--- config.mk ---
export PLATFORM = sky130hd
export DESIGN_NAME = aes_key_schedule_flat
export DESIGN_NICKNAME = d
export VERILOG_FILES = /design/src/rtl/aes_pkg.sv /design/src/rtl/aes_key_schedule_if.sv /design/src/rtl/aes_sub_word.sv /design/src/rtl/aes_key_schedule.sv /design/src/flat_wrapper.sv
export SDC_FILE = /design/constraint.sdc
export NUM_CORES = 1
export LEC_CHECK = 0
export ABC_AREA = 1
export BUFFER_PORTS_ARGS = -buffer_cell sky130_fd_sc_hd__buf_2
export CORE_MARGIN = 2
export CORE_UTILIZATION = 30
export DETAILED_ROUTE_END_ITERATION = 7
export PLACE_DENSITY = 0.59
export SYNTH_ARGS = -nofsm -noshare
export SYNTH_HDL_FRONTEND = slang
export SYNTH_SLANG_ARGS = --single-unit
export TNS_END_PERCENT = 100
--- constraint.sdc ---
create_clock -name clk -period 4.9 [get_ports clk]
set_input_delay 0 -clock clk [delete_from_list [all_inputs] [get_ports clk]]
set_output_delay 0 -clock clk [all_outputs]
set_load 0.02 [all_outputs]
--- src/rtl/aes_pkg.sv ---
// Shared AES definitions: S-box, xtime, key-size helpers and key-schedule types.
package aes_pkg;

   typedef logic [31:0] word_t;

   typedef enum logic [1:0] {
      IDLE   = 2'd0,
      EXPAND = 2'd1,
      DRAIN  = 2'd2
   } state_t;

   localparam logic [7:0] SBOX [256] = '{
      8'h63, 8'h7c, 8'h77, 8'h7b, 8'hf2, 8'h6b, 8'h6f, 8'hc5, 8'h30, 8'h01, 8'h67, 8'h2b, 8'hfe, 8'hd7, 8'hab, 8'h76,
      8'hca, 8'h82, 8'hc9, 8'h7d, 8'hfa, 8'h59, 8'h47, 8'hf0, 8'had, 8'hd4, 8'ha2, 8'haf, 8'h9c, 8'ha4, 8'h72, 8'hc0,
      8'hb7, 8'hfd, 8'h93, 8'h26, 8'h36, 8'h3f, 8'hf7, 8'hcc, 8'h34, 8'ha5, 8'he5, 8'hf1, 8'h71, 8'hd8, 8'h31, 8'h15,
      8'h04, 8'hc7, 8'h23, 8'hc3, 8'h18, 8'h96, 8'h05, 8'h9a, 8'h07, 8'h12, 8'h80, 8'he2, 8'heb, 8'h27, 8'hb2, 8'h75,
      8'h09, 8'h83, 8'h2c, 8'h1a, 8'h1b, 8'h6e, 8'h5a, 8'ha0, 8'h52, 8'h3b, 8'hd6, 8'hb3, 8'h29, 8'he3, 8'h2f, 8'h84,
      8'h53, 8'hd1, 8'h00, 8'hed, 8'h20, 8'hfc, 8'hb1, 8'h5b, 8'h6a, 8'hcb, 8'hbe, 8'h39, 8'h4a, 8'h4c, 8'h58, 8'hcf,
      8'hd0, 8'hef, 8'haa, 8'hfb, 8'h43, 8'h4d, 8'h33, 8'h85, 8'h45, 8'hf9, 8'h02, 8'h7f, 8'h50, 8'h3c, 8'h9f, 8'ha8,
      8'h51, 8'ha3, 8'h40, 8'h8f, 8'h92, 8'h9d, 8'h38, 8'hf5, 8'hbc, 8'hb6, 8'hda, 8'h21, 8'h10, 8'hff, 8'hf3, 8'hd2,
      8'hcd, 8'h0c, 8'h13, 8'hec, 8'h5f, 8'h97, 8'h44, 8'h17, 8'hc4, 8'ha7, 8'h7e, 8'h3d, 8'h64, 8'h5d, 8'h19, 8'h73,
      8'h60, 8'h81, 8'h4f, 8'hdc, 8'h22, 8'h2a, 8'h90, 8'h88, 8'h46, 8'hee, 8'hb8, 8'h14, 8'hde, 8'h5e, 8'h0b, 8'hdb,
      8'he0, 8'h32, 8'h3a, 8'h0a, 8'h49, 8'h06, 8'h24, 8'h5c, 8'hc2, 8'hd3, 8'hac, 8'h62, 8'h91, 8'h95, 8'he4, 8'h79,
      8'he7, 8'hc8, 8'h37, 8'h6d, 8'h8d, 8'hd5, 8'h4e, 8'ha9, 8'h6c, 8'h56, 8'hf4, 8'hea, 8'h65, 8'h7a, 8'hae, 8'h08,
      8'hba, 8'h78, 8'h25, 8'h2e, 8'h1c, 8'ha6, 8'hb4, 8'hc6, 8'he8, 8'hdd, 8'h74, 8'h1f, 8'h4b, 8'hbd, 8'h8b, 8'h8a,
      8'h70, 8'h3e, 8'hb5, 8'h66, 8'h48, 8'h03, 8'hf6, 8'h0e, 8'h61, 8'h35, 8'h57, 8'hb9, 8'h86, 8'hc1, 8'h1d, 8'h9e,
      8'he1, 8'hf8, 8'h98, 8'h11, 8'h69, 8'hd9, 8'h8e, 8'h94, 8'h9b, 8'h1e, 8'h87, 8'he9, 8'hce, 8'h55, 8'h28, 8'hdf,
      8'h8c, 8'ha1, 8'h89, 8'h0d, 8'hbf, 8'he6, 8'h42, 8'h68, 8'h41, 8'h99, 8'h2d, 8'h0f, 8'hb0, 8'h54, 8'hbb, 8'h16
   };

   function automatic logic [7:0] xtime(input logic [7:0] b);
      return {b[6:0], 1'b0} ^ (b[7] ? 8'h1b : 8'h00);
   endfunction

   function automatic int nk(input int key_bits);
      return key_bits / 32;
   endfunction

   function automatic int nr(input int key_bits);
      return key_bits / 32 + 6;
   endfunction

endpackage

--- src/rtl/aes_key_schedule_if.sv ---
// Bundle between the key schedule (slave) and its controller/round datapath (master).
interface aes_key_schedule_if #(parameter int KEY_BITS = 128) ();
   import aes_pkg::*;

   // round_key/round_idx transfer when rk_valid && rk_ready at a rising edge; once raised,
   // rk_valid and the payload hold until that transfer happens.
   logic                start;
   logic [KEY_BITS-1:0] key;
   logic                busy;
   logic                rk_valid;
   logic                rk_ready;
   logic [127:0]        round_key;
   logic [3:0]          round_idx;
   logic                done;
   logic [3:0]          rd_addr;
   logic [127:0]        rd_data;
   state_t              state;

   modport master (
      output start, key, rk_ready, rd_addr,
      input  busy, rk_valid, round_key, round_idx, done, rd_data, state
   );

   modport slave (
      input  start, key, rk_ready, rd_addr,
      output busy, rk_valid, round_key, round_idx, done, rd_data, state
   );

endinterface

--- src/rtl/aes_sub_word.sv ---
// SubWord: four parallel S-box lookups on a 32-bit word, purely combinational.
module aes_sub_word
   import aes_pkg::*;
(
   input  word_t word,
   output word_t sub
);

   assign sub[31:24] = SBOX[word[31:24]];
   assign sub[23:16] = SBOX[word[23:16]];
   assign sub[15:8]  = SBOX[word[15:8]];
   assign sub[7:0]   = SBOX[word[7:0]];

endmodule

--- src/rtl/aes_key_schedule.sv ---
// Sequential AES key expansion: one word per cycle, round keys streamed over valid/ready.
// Define KEYSCHED_STORE_EN to retain all round keys for indexed (reverse-order) readout.
module aes_key_schedule
   import aes_pkg::*;
#(
   parameter int KEY_BITS = 128
)(
   input logic clk,
   input logic reset,
   aes_key_schedule_if.slave bus
);

   localparam int NK        = nk(KEY_BITS);
   localparam int NR        = nr(KEY_BITS);
   localparam int LAST_WORD = 4 * (NR + 1) - 1;

   state_t       state_q, state_d;
   logic [5:0]   word_cnt;
   logic [2:0]   mod_cnt;
   logic [7:0]   rcon;
   word_t        win [NK];
   word_t        asm_w [4];
   logic [1:0]   fill;
   logic [3:0]   asm_idx;
   logic         accept, produce, key_load, hs, last_hs;
   word_t        sub_in, sub_out, w_new;
   logic [127:0] new_key;

   aes_sub_word u_sub_word (.word(sub_in), .sub(sub_out));

   always_comb begin
      hs       = bus.rk_valid && bus.rk_ready;
      accept   = (state_q == IDLE) && bus.start;
      produce  = (state_q == EXPAND) && !(bus.rk_valid && !bus.rk_ready);
      key_load = produce && (fill == 2'd3);
      last_hs  = (state_q == DRAIN) && hs;
   end

   // win[0] is w[i-Nk], win[NK-1] is w[i-1]; the first Nk words rotate the loaded key through.
   always_comb begin
      sub_in = (mod_cnt == 3'd0) ? {win[NK-1][23:0], win[NK-1][31:24]} : win[NK-1];
      if (word_cnt < 6'(NK))
         w_new = win[0];
      else if (mod_cnt == 3'd0)
         w_new = win[0] ^ sub_out ^ {rcon, 24'h0};
      else if (NK == 8 && mod_cnt == 3'd4)
         w_new = win[0] ^ sub_out;
      else
         w_new = win[0] ^ win[NK-1];
      new_key = {asm_w[0], asm_w[1], asm_w[2], w_new};
   end

   always_ff @(posedge clk) begin
      if (reset) state_q <= IDLE;
      else       state_q <= state_d;
   end

   always_comb begin
      state_d = state_q;
      case (state_q)
         IDLE:    if (bus.start) state_d = EXPAND;
         EXPAND:  if (produce && word_cnt == 6'(LAST_WORD)) state_d = DRAIN;
         DRAIN:   if (hs) state_d = IDLE;
         default: state_d = IDLE;
      endcase
   end

   always_comb begin
      bus.busy  = (state_q != IDLE);
      bus.state = state_q;
   end

   always_ff @(posedge clk) begin
      if (reset) begin
         word_cnt      <= '0;
         mod_cnt       <= '0;
         rcon          <= '0;
         fill          <= '0;
         asm_idx       <= '0;
         bus.rk_valid  <= 1'b0;
         bus.round_key <= '0;
         bus.round_idx <= '0;
         bus.done      <= 1'b0;
      end else begin
         bus.done <= last_hs;
         if (accept) begin
            word_cnt <= '0;
            mod_cnt  <= '0;
            rcon     <= 8'h01;
            fill     <= '0;
            asm_idx  <= '0;
         end else if (produce) begin
            word_cnt <= word_cnt + 6'd1;
            mod_cnt  <= (mod_cnt == 3'(NK-1)) ? 3'd0 : mod_cnt + 3'd1;
            if (word_cnt >= 6'(NK) && mod_cnt == 3'd0) rcon <= xtime(rcon);
            fill <= fill + 2'd1;
            if (key_load) asm_idx <= asm_idx + 4'd1;
         end
         // A fresh key landing on a handshake edge keeps rk_valid high.
         if (key_load) begin
            bus.rk_valid  <= 1'b1;
            bus.round_key <= new_key;
            bus.round_idx <= asm_idx;
         end else if (hs) begin
            bus.rk_valid  <= 1'b0;
         end
      end
   end

   always_ff @(posedge clk) begin
      if (accept) begin
         for (int j = 0; j < NK; j++) win[j] <= bus.key[KEY_BITS-1-32*j -: 32];
      end else if (produce) begin
         for (int j = 0; j < NK-1; j++) win[j] <= win[j+1];
         win[NK-1]   <= w_new;
         asm_w[fill] <= w_new;
      end
   end

`ifdef KEYSCHED_STORE_EN
   logic [127:0] store [15];

   // The key store survives reset so a decryption pass can still read it.
   always_ff @(posedge clk) begin
      if (key_load && !reset) store[asm_idx] <= new_key;
   end

   always_ff @(posedge clk) begin
      if (reset)                         bus.rd_data <= '0;
      else if (bus.rd_addr <= 4'(NR))    bus.rd_data <= store[bus.rd_addr];
      else                               bus.rd_data <= '0;
   end
`else
   logic unused_rd_addr;
   assign unused_rd_addr = ^bus.rd_addr;
   assign bus.rd_data    = '0;
`endif

endmodule
--- src/flat_wrapper.sv ---
// flat-port wrapper written by rule: the top's interface ports become plain ports
module aes_key_schedule_flat import aes_pkg::*;
#(
   parameter int KEY_BITS = 128
)
  (clk, reset, bus_start, bus_key, bus_rk_ready, bus_rd_addr, bus_busy, bus_rk_valid, bus_round_key, bus_round_idx, bus_done, bus_rd_data, bus_state);
  aes_key_schedule_if #(.KEY_BITS(KEY_BITS)) bus_i ();
  input logic clk;
  input logic reset;
  input wire logic [$bits(bus_i.start)-1:0] bus_start;
  input wire logic [$bits(bus_i.key)-1:0] bus_key;
  input wire logic [$bits(bus_i.rk_ready)-1:0] bus_rk_ready;
  input wire logic [$bits(bus_i.rd_addr)-1:0] bus_rd_addr;
  output wire logic [$bits(bus_i.busy)-1:0] bus_busy;
  output wire logic [$bits(bus_i.rk_valid)-1:0] bus_rk_valid;
  output wire logic [$bits(bus_i.round_key)-1:0] bus_round_key;
  output wire logic [$bits(bus_i.round_idx)-1:0] bus_round_idx;
  output wire logic [$bits(bus_i.done)-1:0] bus_done;
  output wire logic [$bits(bus_i.rd_data)-1:0] bus_rd_data;
  output wire logic [$bits(bus_i.state)-1:0] bus_state;
  assign bus_i.start = bus_start;
  assign bus_i.key = bus_key;
  assign bus_i.rk_ready = bus_rk_ready;
  assign bus_i.rd_addr = bus_rd_addr;
  assign bus_busy = bus_i.busy;
  assign bus_rk_valid = bus_i.rk_valid;
  assign bus_round_key = bus_i.round_key;
  assign bus_round_idx = bus_i.round_idx;
  assign bus_done = bus_i.done;
  assign bus_rd_data = bus_i.rd_data;
  assign bus_state = bus_i.state;
  aes_key_schedule #(.KEY_BITS(KEY_BITS)) u_core (.clk(clk), .reset(reset), .bus(bus_i));
endmodule
==> metrics.csv <==
stage,metric,value,unit
floorplan,initial standard-cell utilization of the core,30.3,%
global_route,global router's overall resource usage,25.3,%
min_path,hold path cells,4,
sta,number of pins exceeding their max-slew limit in the final report,0,
sta,post-layout min period,4.46,ns
placement,input/output buffers,268,
cells_and_area,Post-layout nets,4792,
placement,detailed placer's ending HPWL,91000,um
cells_and_area,growth of design area from synthesis to finish,17.9,%
clock_tree,clock-pin slew reported for the worst setup and hold paths after clock tree synthesis,0.07,ns
critical_path,R2R Setup Slk,0.44,ns
sta,f_max,0.224,GHz
cells_and_area,area occupied by multi-input gates,15700,um2
clock_tree,hold-fix buffers at CTS,131,
yosys,synthesized area,28200,um2
min_path,hold path startpoint,bus_key[119],
yosys,part of the Yosys area used for sequential elements,35.1,%
placement,routability congestion estimate from global placement,1.05,
cells_and_area,Fill cells,10100,
power_and_ir_drop,peak supply drop,266,uV
sta,final number of hold-violating endpoints,0,
yosys,share of synthesized registers carrying an async set or reset,0,%
critical_path,class of the most critical setup path,flip-flop to flip-flop,
global_route,maximum number of pins on one net before global-route repair,103,
critical_path,"Critical Path, Cell by Cell","inv_1, ha_1, buf_4, nand3_1, nand2_2, buf_4, ha_1, inv_1, nand3_1, nand2_1, inv_1, nand2_1, nand3_1, nand3_1, nand3_1, nand3_1, nand2_1, nand2_1, nand2_1, nand2_1, nand2_1, inv_1",
clock_tree,total setup buffers inserted after CTS,0,
power_and_ir_drop,PD cells,398,nW/um2
global_route,via count of the first global-routing pass,29100,
clock_tree,Clock Latency Late Sink,0.63,ns
min_path,hold-critical path endpoint,u_core.win[0][23],
run,MaxCap Viol Count,0,
sta,share of the clock period used by the worst path,91.1,%
yosys,count of synthesis-stage warnings from yosys,0,
route,Iteration-0 DRC Markers,4314,
yosys,flip-flop and latch count after synthesis,383,
clock_tree,post-cts gate resize count,0,
min_path,Hold/Removal Path Class,primary input to flip-flop,
route,routed wire length per instance,21.8,um
route,post-detailed-route via-to-cell ratio,5.38,
floorplan,height of the die,311,um
route,DRC viols,0,
critical_path,delay of the slowest critical-path stage,0.48,ns
critical_path,count of cells along the worst register-to-register path,22,
clock_tree,Clock Sinks,383,
global_route,grt ovf,0,
floorplan,Total Die Area,96600,um2
critical_path,required arrival time at the worst endpoint,5.24,ns
sta,RSZ-0062 raised after global routing,false,
critical_path,worst flop-to-flop path startpoint,u_core.mod_cnt[0],
clock_tree,root buffer cell,clkbuf_16,
floorplan,die width,311,um
yosys,number of flops mapped to enable cells by yosys,224,
cells_and_area,fraction of layout cells with a size suffix above 1,11.6,%
placement,dpl cells,5673,
route,Initial DRT Pass Iterations,7,
global_route,first-pass GRT wire length,189000,um
route,final antenna-violating net count,0,
cells_and_area,Seq. cell area,9910,um2
floorplan,core box area,93300,um2
route,WL final,128000,um
global_route,global-route track usage on met3,4.89,%
sta,total negative slack for setup checks,0,ns
critical_path,cell repeated most along the worst path,nand2_1,
critical_path,peak fanout along the critical path,10,
global_route,initial antenna violation count,2,
critical_path,Crit-path slowest cell,ha_1,
global_route,met2 global-route usage,39.5,%
critical_path,sum of buffers and inverters on the critical path,6,
yosys,instance count of the mapped netlist,4296,
critical_path,Critical R2R Capture,u_core.asm_w[2][13],
sta,Worst-Margin Slew,1.18,ns
global_route,met1 Usage GRT,34.1,%
clock_tree,TritonCTS clock tree,yes,
yosys,Post-Synthesis Mean Instance Area,6.57,um2
critical_path,"Arr. time, crit path",4.80,ns
yosys,post-synth cell types,39,
clock_tree,maximum buffer depth of the clock tree,3,
global_route,global route hottest layer,met2,
cells_and_area,Post-Layout Cell Count,5888,
sta,Slew Limit Headroom,20.9,%
critical_path,count of cell instances traversed by the critical path,22,
floorplan,site row count,112,
critical_path,Startpoint Class,flip-flop,
yosys,most common flop cell mapped by yosys,edfxtp_1,
route,total vias in the final route,31600,
critical_path,kind of cell adding the most delay to the critical path,simple AND/OR/NAND/NOR gates,
clock_tree,CTS H-tree lvls,2,
sta,# setup viols final,0,
sta,setup skew after layout,0.0213,ns
critical_path,kind of end point of the critical path,flip-flop,
floorplan,I/O pin cnt,401,
power_and_ir_drop,leakage power of the design,0.0157,uW
outcome,status,completed,
clock_tree,Inserted Clock Buffers,45,
-- metrics by stage --
step | util (%) | instance area, um2 | worst slack [ns] | hold slack [ns] | power (uW)
floorplan | - | 28700 | 0.392 | 0.149 | 7770
global placement | 32.8 | 30600 | 0.604 | 0.272 | 9800
detailed placement | 32.8 | 30600 | 0.613 | 0.275 | 9720
CTS | 35.7 | 33300 | 0.592 | 0.158 | 13100
global route | 35.7 | 33300 | 0.243 | 0.213 | 13900
finish | 35.7 | 33300 | 0.438 | 0.194 | 13300
-- placed cells by master (no fill, tap or decap), drive strengths merged --
master,netlist,routed
nand2,1542,1542
nand3,1096,1096
buf,270,386
inv,261,265
edfxtp,224,224
a21oi,196,196
dfxtp,159,159
o21ai,134,134
dlygate4sd3,0,131
conb,1,128
nor2,127,127
ha,59,59
clkbuf,120,59
o211ai,23,23
clkinv,3,22
o21a,17,17
xor2,14,14
nand4,13,13
nand3b,12,12
xnor2,8,8
a211oi,6,6
a31oi,4,4
nor3,3,3
diode,0,1
nor4,1,1
or2,1,1
nor4b,1,1
and3,1,1
bufinv,0,1
-- worst register-to-register path, stage by stage (launching register included) --
cell and delay [ns]:
dfxtp_1 0.32, inv_1 0.09, ha_1 0.48, buf_4 0.29
nand3_1 0.28, nand2_2 0.17, buf_4 0.21, ha_1 0.29
inv_1 0.08, nand3_1 0.33, nand2_1 0.13, inv_1 0.20
nand2_1 0.08, nand3_1 0.10, nand3_1 0.08, nand3_1 0.18
nand3_1 0.12, nand2_1 0.17, nand2_1 0.10, nand2_1 0.07
nand2_1 0.04, nand2_1 0.23, inv_1 0.13
-- cell type report --
cell class,instances,area share (%)
clock inverter,24,0.661
tap,1254,4.71
inverter,264,3.00
antenna,1,0.00752
sequential,383,29.8
timing repair buffer,517,11.1
clock buffer,59,3.54
multi-input combinational,3386,47.2
-- cells in the mapped netlist, types with 13 or more instances --
cell type  instances  area [um2]
nor2_1           126         473
o211ai_1          23         173
buf_4            155        1160
inv_2             15        56.3
xor2_1            14         123
clkbuf_1         120         450
nand4_1           13        81.3
nand2_1         1502        5640
o21a_1            17         128
inv_1            245         920
o21ai_1           23         115
nand2_2           38         238
dfxtp_1          159        3180
ha_1              59         738
buf_2             99         495
o21ai_0           96         480
nand3_1         1096        5490
a21oi_1          195         976
edfxtp_1         224        6730
-- power by group --
| part | switching, uW | internal [uW] | leakage, uW |
|---|---|---|---|
| Combinational | 4480 | 1740 | 0.0116 |
| Clock | 1490 | 1780 | 0.000683 |
| Sequential | 125 | 3650 | 0.00344 |
| Total | 6090 | 7170 | 0.0157 |
-- registers in the layout, indices dropped and copies added, names as in the netlist --
name / cells
u_core.bus.state: 2
u_core.rcon: 8
u_core.mod_cnt: 3
u_core.bus.rk_valid: 1
u_core.bus.round_key: 32
u_core.bus.done: 1
u_core.win: 128
bus_round_key: 96
u_core.asm_idx: 4
u_core.asm_w: 96
u_core.word_cnt: 6
u_core.bus.round_idx: 4
u_core.fill: 2
-- worst max path at each step --
stage | startpoint | to | slack, ns
final | u_core.mod_cnt[0] | u_core.asm_w[2][13] | 0.44
after global routing | u_core.mod_cnt[0] | u_core.win[3][0] | 0.24
after CTS | u_core.mod_cnt[0] | u_core.asm_w[2][13] | 0.59
after detailed placement | u_core.mod_cnt[0] | u_core.asm_w[2][13] | 0.61
after global placement | u_core.mod_cnt[0] | u_core.asm_w[1][13] | 0.60
after floorplan | u_core.bus.state[1] | u_core.win[0][0] | 0.39
-- layer usage --
| metal | share of wire (%) | vias up |
|---|---|---|
| met1 | 41 | 14800 |
| met3 | 10 | 322 |
| met5 | 0 | - |
| met4 | 4.8 | 0 |
| met2 | 44 | 1896 |
| li1 | - | 14700 |
-- logic make-up after synthesis --
| kind of cell | Yosys count | share of synthesized area, % |
|---|---|---|
| xor gates and xnor gates | 22 | 0.682 |
| DFF | 383 | 35.1 |
| and+or+nand+nor | 2797 | 42.8 |
| adders and majority gates | 59 | 2.61 |
| AOI/OAI and AO/OA | 380 | 7.45 |
| buffers and inverters | 654 | 11.3 |
| other | 1 | 0.0133 |
Power figures use the tool's default switching activity.
